<file path="config.mk">
export PLATFORM = sky130hd
export DESIGN_NAME = countdown_display
export DESIGN_NICKNAME = d
export VERILOG_FILES = /design/src/rtl/whac_display_pkg.sv /design/src/rtl/seg7_decoder.sv /design/src/rtl/countdown_display.sv
export SDC_FILE = /design/constraint.sdc
export NUM_CORES = 1
export LEC_CHECK = 0
export BUFFER_PORTS_ARGS = -buffer_cell sky130_fd_sc_hd__buf_2
export CAP_MARGIN = 20
export CORE_MARGIN = 2
export CORE_UTILIZATION = 55
export DETAILED_ROUTE_END_ITERATION = 12
export HOLD_SLACK_MARGIN = 0.1
export PLACE_DENSITY_LB_ADDON = 0.25
export SKIP_LAST_GASP = 1
export SLEW_MARGIN = 15
export SYNTH_ARGS = -nofsm -noshare
export SYNTH_HDL_FRONTEND = slang
export SYNTH_SLANG_ARGS = --single-unit
</file>
<file path="constraint.sdc">
create_clock -name clk -period 3.1 [get_ports clk]
set_input_delay 0.465 -clock clk [delete_from_list [all_inputs] [get_ports clk]]
set_output_delay 0.465 -clock clk [all_outputs]
set_load 0.03 [all_outputs]
</file>
<file path="src/rtl/whac_display_pkg.sv">
// Shared types and constants for the countdown display datapath.
package whac_display_pkg;

   typedef enum logic [1:0] {
      IDLE    = 2'd0,
      CONVERT = 2'd1,
      UPDATE  = 2'd2
   } state_t;

   localparam logic [6:0]  SEG_BLANK     = 7'b1111111;
   localparam int unsigned MS_PER_SECOND = 1000;
   localparam int unsigned DABBLE_STEPS  = 10;

   localparam int unsigned BIN_W      = 10;
   localparam int unsigned BCD_DIGITS = 3;
   localparam int unsigned BCD_W      = 4 * BCD_DIGITS;
   localparam int unsigned DD_W       = BCD_W + BIN_W;
   localparam int unsigned ITER_W     = 4;
   localparam int unsigned SEG_W      = 7;

   // Any code above 9 renders as an unlit digit.
   localparam logic [3:0] DIGIT_OFF = 4'hF;

   // One double-dabble step on {bcd, bin}: add 3 to nibbles >= 5, then shift left.
   function automatic logic [DD_W-1:0] dabble_step(input logic [DD_W-1:0] v);
      logic [DD_W-1:0] t;
      t = v;
      for (int d = 0; d < int'(BCD_DIGITS); d++) begin
         if (t[BIN_W + 4*d +: 4] >= 4'd5)
            t[BIN_W + 4*d +: 4] = t[BIN_W + 4*d +: 4] + 4'd3;
      end
      return {t[DD_W-2:0], 1'b0};
   endfunction

endpackage

</file>
<file path="src/rtl/seg7_decoder.sv">
// BCD digit to active-low {g,f,e,d,c,b,a} segment pattern; codes above 9 go dark.
module seg7_decoder
   import whac_display_pkg::*;
(
   input  logic [3:0]       digit,
   output logic [SEG_W-1:0] seg_c
);

   always_comb begin
      seg_c = SEG_BLANK;
      case (digit)
         4'd0: seg_c = 7'b1000000;
         4'd1: seg_c = 7'b1111001;
         4'd2: seg_c = 7'b0100100;
         4'd3: seg_c = 7'b0110000;
         4'd4: seg_c = 7'b0011001;
         4'd5: seg_c = 7'b0010010;
         4'd6: seg_c = 7'b0000010;
         4'd7: seg_c = 7'b1111000;
         4'd8: seg_c = 7'b0000000;
         4'd9: seg_c = 7'b0010000;
         default: seg_c = SEG_BLANK;
      endcase
   end

endmodule

</file>
<file path="src/rtl/countdown_display.sv">
// Samples the game timer every REFRESH_CLKS clocks, converts seconds and remaining
// milliseconds to BCD serially, and drives five seven-segment digits.
module countdown_display
   import whac_display_pkg::*;
#(
   parameter int unsigned GAME_LENGTH_SECONDS = 20,
   parameter int unsigned REFRESH_CLKS        = 50000
) (
   input  logic                                   clk,
   input  logic                                   rst,
   input  logic [$clog2(GAME_LENGTH_SECONDS)-1:0] count_down_seconds,
   input  logic [9:0]                             count_down_milliseconds,
   input  logic                                   blank,
   output logic [SEG_W-1:0]                       hex_sec_tens,
   output logic [SEG_W-1:0]                       hex_sec_ones,
   output logic [SEG_W-1:0]                       hex_ms_hund,
   output logic [SEG_W-1:0]                       hex_ms_tens,
   output logic [SEG_W-1:0]                       hex_ms_ones,
   output logic                                   time_up,
   output logic                                   frame_done
);

   localparam int unsigned CNT_W = $clog2(REFRESH_CLKS);

   state_t            state;
   state_t            state_nxt;
   logic [CNT_W-1:0]  refresh_cnt;
   logic [ITER_W-1:0] iter_cnt;
   logic [DD_W-1:0]   sec_dd;
   logic [DD_W-1:0]   ms_dd;
   logic              cap_blank;
   logic              cap_zero;

   logic              tick_c;
   logic              last_step_c;
   logic              capture_c;
   logic              step_c;
   logic              load_c;
   logic [BIN_W-1:0]  remaining_ms_c;

   logic [3:0]        sec_tens_code_c;
   logic [3:0]        sec_ones_code_c;
   logic [3:0]        ms_hund_code_c;
   logic [3:0]        ms_tens_code_c;
   logic [3:0]        ms_ones_code_c;
   logic [SEG_W-1:0]  seg_sec_tens_c;
   logic [SEG_W-1:0]  seg_sec_ones_c;
   logic [SEG_W-1:0]  seg_ms_hund_c;
   logic [SEG_W-1:0]  seg_ms_tens_c;
   logic [SEG_W-1:0]  seg_ms_ones_c;

   assign tick_c      = (refresh_cnt == CNT_W'(REFRESH_CLKS - 1));
   assign last_step_c = (iter_cnt == ITER_W'(DABBLE_STEPS - 1));

   // Out-of-range millisecond inputs clamp the remaining time to zero.
   always_comb begin
      remaining_ms_c = '0;
      if (count_down_milliseconds <= BIN_W'(MS_PER_SECOND - 1))
         remaining_ms_c = BIN_W'(MS_PER_SECOND - 1) - count_down_milliseconds;
   end

   // State register
   always_ff @(posedge clk) begin
      if (rst) state <= IDLE;
      else     state <= state_nxt;
   end

   // Next-state logic; ticks outside IDLE are dropped
   always_comb begin
      state_nxt = state;
      case (state)
         IDLE:    if (tick_c)      state_nxt = CONVERT;
         CONVERT: if (last_step_c) state_nxt = UPDATE;
         UPDATE:                   state_nxt = IDLE;
         default:                  state_nxt = IDLE;
      endcase
   end

   // State-decoded datapath controls
   always_comb begin
      capture_c = 1'b0;
      step_c    = 1'b0;
      load_c    = 1'b0;
      case (state)
         IDLE:    capture_c = tick_c;
         CONVERT: step_c    = 1'b1;
         UPDATE:  load_c    = 1'b1;
         default: ;
      endcase
   end

   // Leading seconds-tens zero is suppressed; blank darkens every digit.
   always_comb begin
      sec_tens_code_c = sec_dd[BIN_W + 4 +: 4];
      sec_ones_code_c = sec_dd[BIN_W +: 4];
      ms_hund_code_c  = ms_dd[BIN_W + 8 +: 4];
      ms_tens_code_c  = ms_dd[BIN_W + 4 +: 4];
      ms_ones_code_c  = ms_dd[BIN_W +: 4];
      if (sec_tens_code_c == 4'd0)
         sec_tens_code_c = DIGIT_OFF;
      if (cap_blank) begin
         sec_tens_code_c = DIGIT_OFF;
         sec_ones_code_c = DIGIT_OFF;
         ms_hund_code_c  = DIGIT_OFF;
         ms_tens_code_c  = DIGIT_OFF;
         ms_ones_code_c  = DIGIT_OFF;
      end
   end

   seg7_decoder u_dec_sec_tens (.digit(sec_tens_code_c), .seg_c(seg_sec_tens_c));
   seg7_decoder u_dec_sec_ones (.digit(sec_ones_code_c), .seg_c(seg_sec_ones_c));
   seg7_decoder u_dec_ms_hund  (.digit(ms_hund_code_c),  .seg_c(seg_ms_hund_c));
   seg7_decoder u_dec_ms_tens  (.digit(ms_tens_code_c),  .seg_c(seg_ms_tens_c));
   seg7_decoder u_dec_ms_ones  (.digit(ms_ones_code_c),  .seg_c(seg_ms_ones_c));

   // Refresh timer, capture, serial BCD conversion and output registers
   always_ff @(posedge clk) begin
      if (rst) begin
         refresh_cnt  <= '0;
         iter_cnt     <= '0;
         sec_dd       <= '0;
         ms_dd        <= '0;
         cap_blank    <= 1'b0;
         cap_zero     <= 1'b0;
         hex_sec_tens <= SEG_BLANK;
         hex_sec_ones <= SEG_BLANK;
         hex_ms_hund  <= SEG_BLANK;
         hex_ms_tens  <= SEG_BLANK;
         hex_ms_ones  <= SEG_BLANK;
         time_up      <= 1'b0;
         frame_done   <= 1'b0;
      end else begin
         refresh_cnt <= tick_c ? '0 : refresh_cnt + CNT_W'(1);
         frame_done  <= load_c;

         if (capture_c) begin
            sec_dd    <= {BCD_W'(0), BIN_W'(count_down_seconds)};
            ms_dd     <= {BCD_W'(0), remaining_ms_c};
            cap_blank <= blank;
            cap_zero  <= (count_down_seconds == '0) && (remaining_ms_c == '0);
            iter_cnt  <= '0;
         end else if (step_c) begin
            sec_dd   <= dabble_step(sec_dd);
            ms_dd    <= dabble_step(ms_dd);
            iter_cnt <= iter_cnt + ITER_W'(1);
         end

         if (load_c) begin
            hex_sec_tens <= seg_sec_tens_c;
            hex_sec_ones <= seg_sec_ones_c;
            hex_ms_hund  <= seg_ms_hund_c;
            hex_ms_tens  <= seg_ms_tens_c;
            hex_ms_ones  <= seg_ms_ones_c;
            time_up      <= cap_zero;
         end
      end
   end

endmodule

</file>
==> impl_metrics.toml <==
[synthesis]
synth_cell_types = 50
avgSynthCellArea_um2 = 7.90
syn_nets = 737
syn_area_um2 = 5370
yosysTopAreaCell = "dfxtp_1"
async_reset_ff_share_pct = 0
synth_flop_cell = "dfxtp_1"
ys_seq_area_share_pct = 37.6
yosysTopAreaCellShare_pct = 37.6
ys_seq_elements = 101
synth-edff-count = 0
yosysWarnings = 0
syn_inst = 680
synthTopCellsByArea = "dfxtp_1, ha_1, nand2_1"

[worst_setup_path]
r2r_cells = 6
critPathCaptureType = "flop"
worstPathMaxFanout = 29
startpoint = "refresh_cnt[0]"
critPathSlowestCell = "or2_1"
worstPathCellList = "ha_1 -> and3_1 -> nand4_2 -> or2_1 -> nand2_2 -> a211oi_1"
cp.required_ns = 3.38
regToRegSetupSlack_ns = 0.69
reg2reg_from = "refresh_cnt[0]"
slowest_delay_ns = 0.57
critPathArrivalTime_ns = 2.69
crit_type = "reg2reg"
rr_endpoint = "iter_cnt[1]"
worstSetupStartpointType = "flop"

[power_and_ir_drop]
ir_drop_uv = 198
powerDensity_nw_per_um2 = 401
p_leak_nw = 2.29

[grt]
overflow = 0
grt_pass1_vias = 4266
track_usage_pct = 22.6
antenna_found_initial = 0
grt_max_degree = 37
grt_pass1_wl_um = 19200

[timing]
final-hold-violation-count = 0
setup_tns_ns = 0
period_share_pct = 77.7
fin_skew_ns = 0.00815
setup_violations = 0
fin_crit_ns = 2.41
tightestPinTransition_ns = 0.683
relSlewSlack_pct = 54.5
grt_setup_unrepaired = "no"
slew_viol_final = 0
fmax_mhz = 415

[placed_design]
port_buffers = 54
gp_routability_congestion = 0.854
dpl.cell_count = 831
hpwl_um = 8080

[cts]
htree_levels = 3
clock_path_buffers = 2
cts_setup_buffers = 0
clock_latency_ns = 0.37
clk_pin_slew_worst_paths_ns = 0.10
cts_buffers = 9
cts.sinks = 101
holdBufCountCts = 0
cts_root_buffer = "clkbuf_8"
cts_tree = "done"
cts_resized = 0

[floorplanning]
die_y_um = 103
die_w_um = 103
placementRows = 36
dieArea_um2 = 10600
ioPinCount = 55
start_util_pct = 55.7
core_area_um2 = 9640

[cells_and_area]
stdcell_count = 847
regArea_um2 = 2020
n_fill_cell = 880
layout-drive-gt1-share_pct = 13.6
fin_nets = 766
multi_input_area_um2 = 3050
diodes = 0
final_cell_mix = "dfxtp_1, nand2_1, nor2_1"
mostFrequentLayoutCell = "dfxtp_1"
syn_to_final_growth_pct = 10.2

[detailed_routing]
vias = 4678
drtAntennaViolNets = 0
drcViolationCount = 0
drt-initial-drc-count = 284
via_per_inst = 5.52
dr.pass1.iters = 4
post_drt_wl_per_cell_um = 13.7
wirelength_um = 11600

[hold_path]
holdPathEnd = "sec_dd[0]"
hold_depth = 3
hp-start = "count_down_seconds[0]"
holdCritPathClass = "in2reg"

[job]
max_cap_viol_count = 0

[run_status]
status = "completed"
==> cell usage after synthesis (2+ instances only) <==
master and number:
or2_2 9, a22o_1 2, nor3b_1 2, inv_1 31, xor2_1 14, o31ai_1 3, nand4_1 6, a22oi_1 4
nand2b_1 10, and4_1 4, a21oi_1 64, o22ai_1 20, and4bb_2 2, a2bb2oi_1 5, buf_1 3, nand3_1 22
buf_6 4, xnor2_1 18, dfxtp_1 101, o21ai_0 37, and3_1 9, a211oi_1 4, nor2b_1 8, nand2_1 93
ha_1 39, mux2i_1 8, nor3_1 19, a31oi_1 8, and2_1 5, nor2_1 69, clkbuf_1 35, a21boi_0 2
nand3b_1 3
==> cell type report <==
type                       count  area share [%]
clock buffer                   9            2.09
clock inverter                 7            2.07
inverter                      31            1.97
multi-input combinational    505            51.5
sequential                   101            34.2
tap                          133            2.81
timing repair buffer          61            5.45
==> cell families (layout without fill, tap and decap cells) <==
family / after synthesis / count (layout) / share of synthesized area, %
DFF: 101 / 101 / 37.6
muxes: 8 / 8 / 1.49
AOI/OAI and AO/OA: 155 / 155 / 16.7
and+or+nand+nor: 271 / 271 / 24.1
xor gates and xnor gates: 32 / 32 / 5.22
buffers and inverters: 74 / 108 / 5.75
adders and majority gates: 39 / 39 / 9.08
==> per-layer routing <==
layer	vias up	global-route usage, %	wire length, um
met1	2176	29.5	5230
met3	19	4.07	509
li1	2378	-	-
met5	-	0	0
met4	0	8.10	246
met2	105	37.6	5600
==> worst max-delay path: cells and delay by family (launching register included) <==
family	cells	cell delay, ns
compound gates	1	0.31
flops	1	0.33
simple gates	4	1.44
fa+ha+maj	1	0.22
==> power breakdown <==
group	switching (mW)	total, mW	leakage, nW	internal, mW
Combinational	0.0434	0.0659	1.36	0.0224
Clock	0.466	1.01	0.116	0.540
Sequential	0.00213	1.30	0.815	1.30
==> worst max path at each step <==
stage	to	slack (ns)	depth (start not counted)
4_1_cts	iter_cnt[1]	0.68	6
5_1_grt	iter_cnt[1]	0.48	6
6_report	iter_cnt[1]	0.69	6
2_1_floorplan	hex_sec_tens[3]	1.01	8
3_3_place_gp	iter_cnt[1]	0.84	6
3_5_place_dp	iter_cnt[1]	0.71	6
==> state kept, by name, summed over array words and instances, names as in the netlist <==
register and flops:
state 2, hex_ms_ones 7, hex_sec_ones 7, iter_cnt 4
sec_dd 18, time_up 1, hex_ms_tens 7, cap_blank 1
refresh_cnt 16, ms_dd 22, frame_done 1, cap_zero 1
hex_ms_hund 7, hex_sec_tens 7
==> metrics by stage <==
stage	hold slack [ns]	utilization, %	setup WS, ns	instance area [um^2]	power, mW
3_5_place_dp	0.433	58.9	0.712	5670	1.40
6_report	0.337	61.4	0.690	5920	2.37
4_1_cts	0.321	61.4	0.676	5920	2.40
2_1_floorplan	0.413	-	1.01	5370	1.37
5_1_grt	0.336	61.4	0.480	5920	2.45
3_3_place_gp	0.426	58.9	0.839	5670	1.40
No activity file was read; power rests on OpenSTA's default activity.
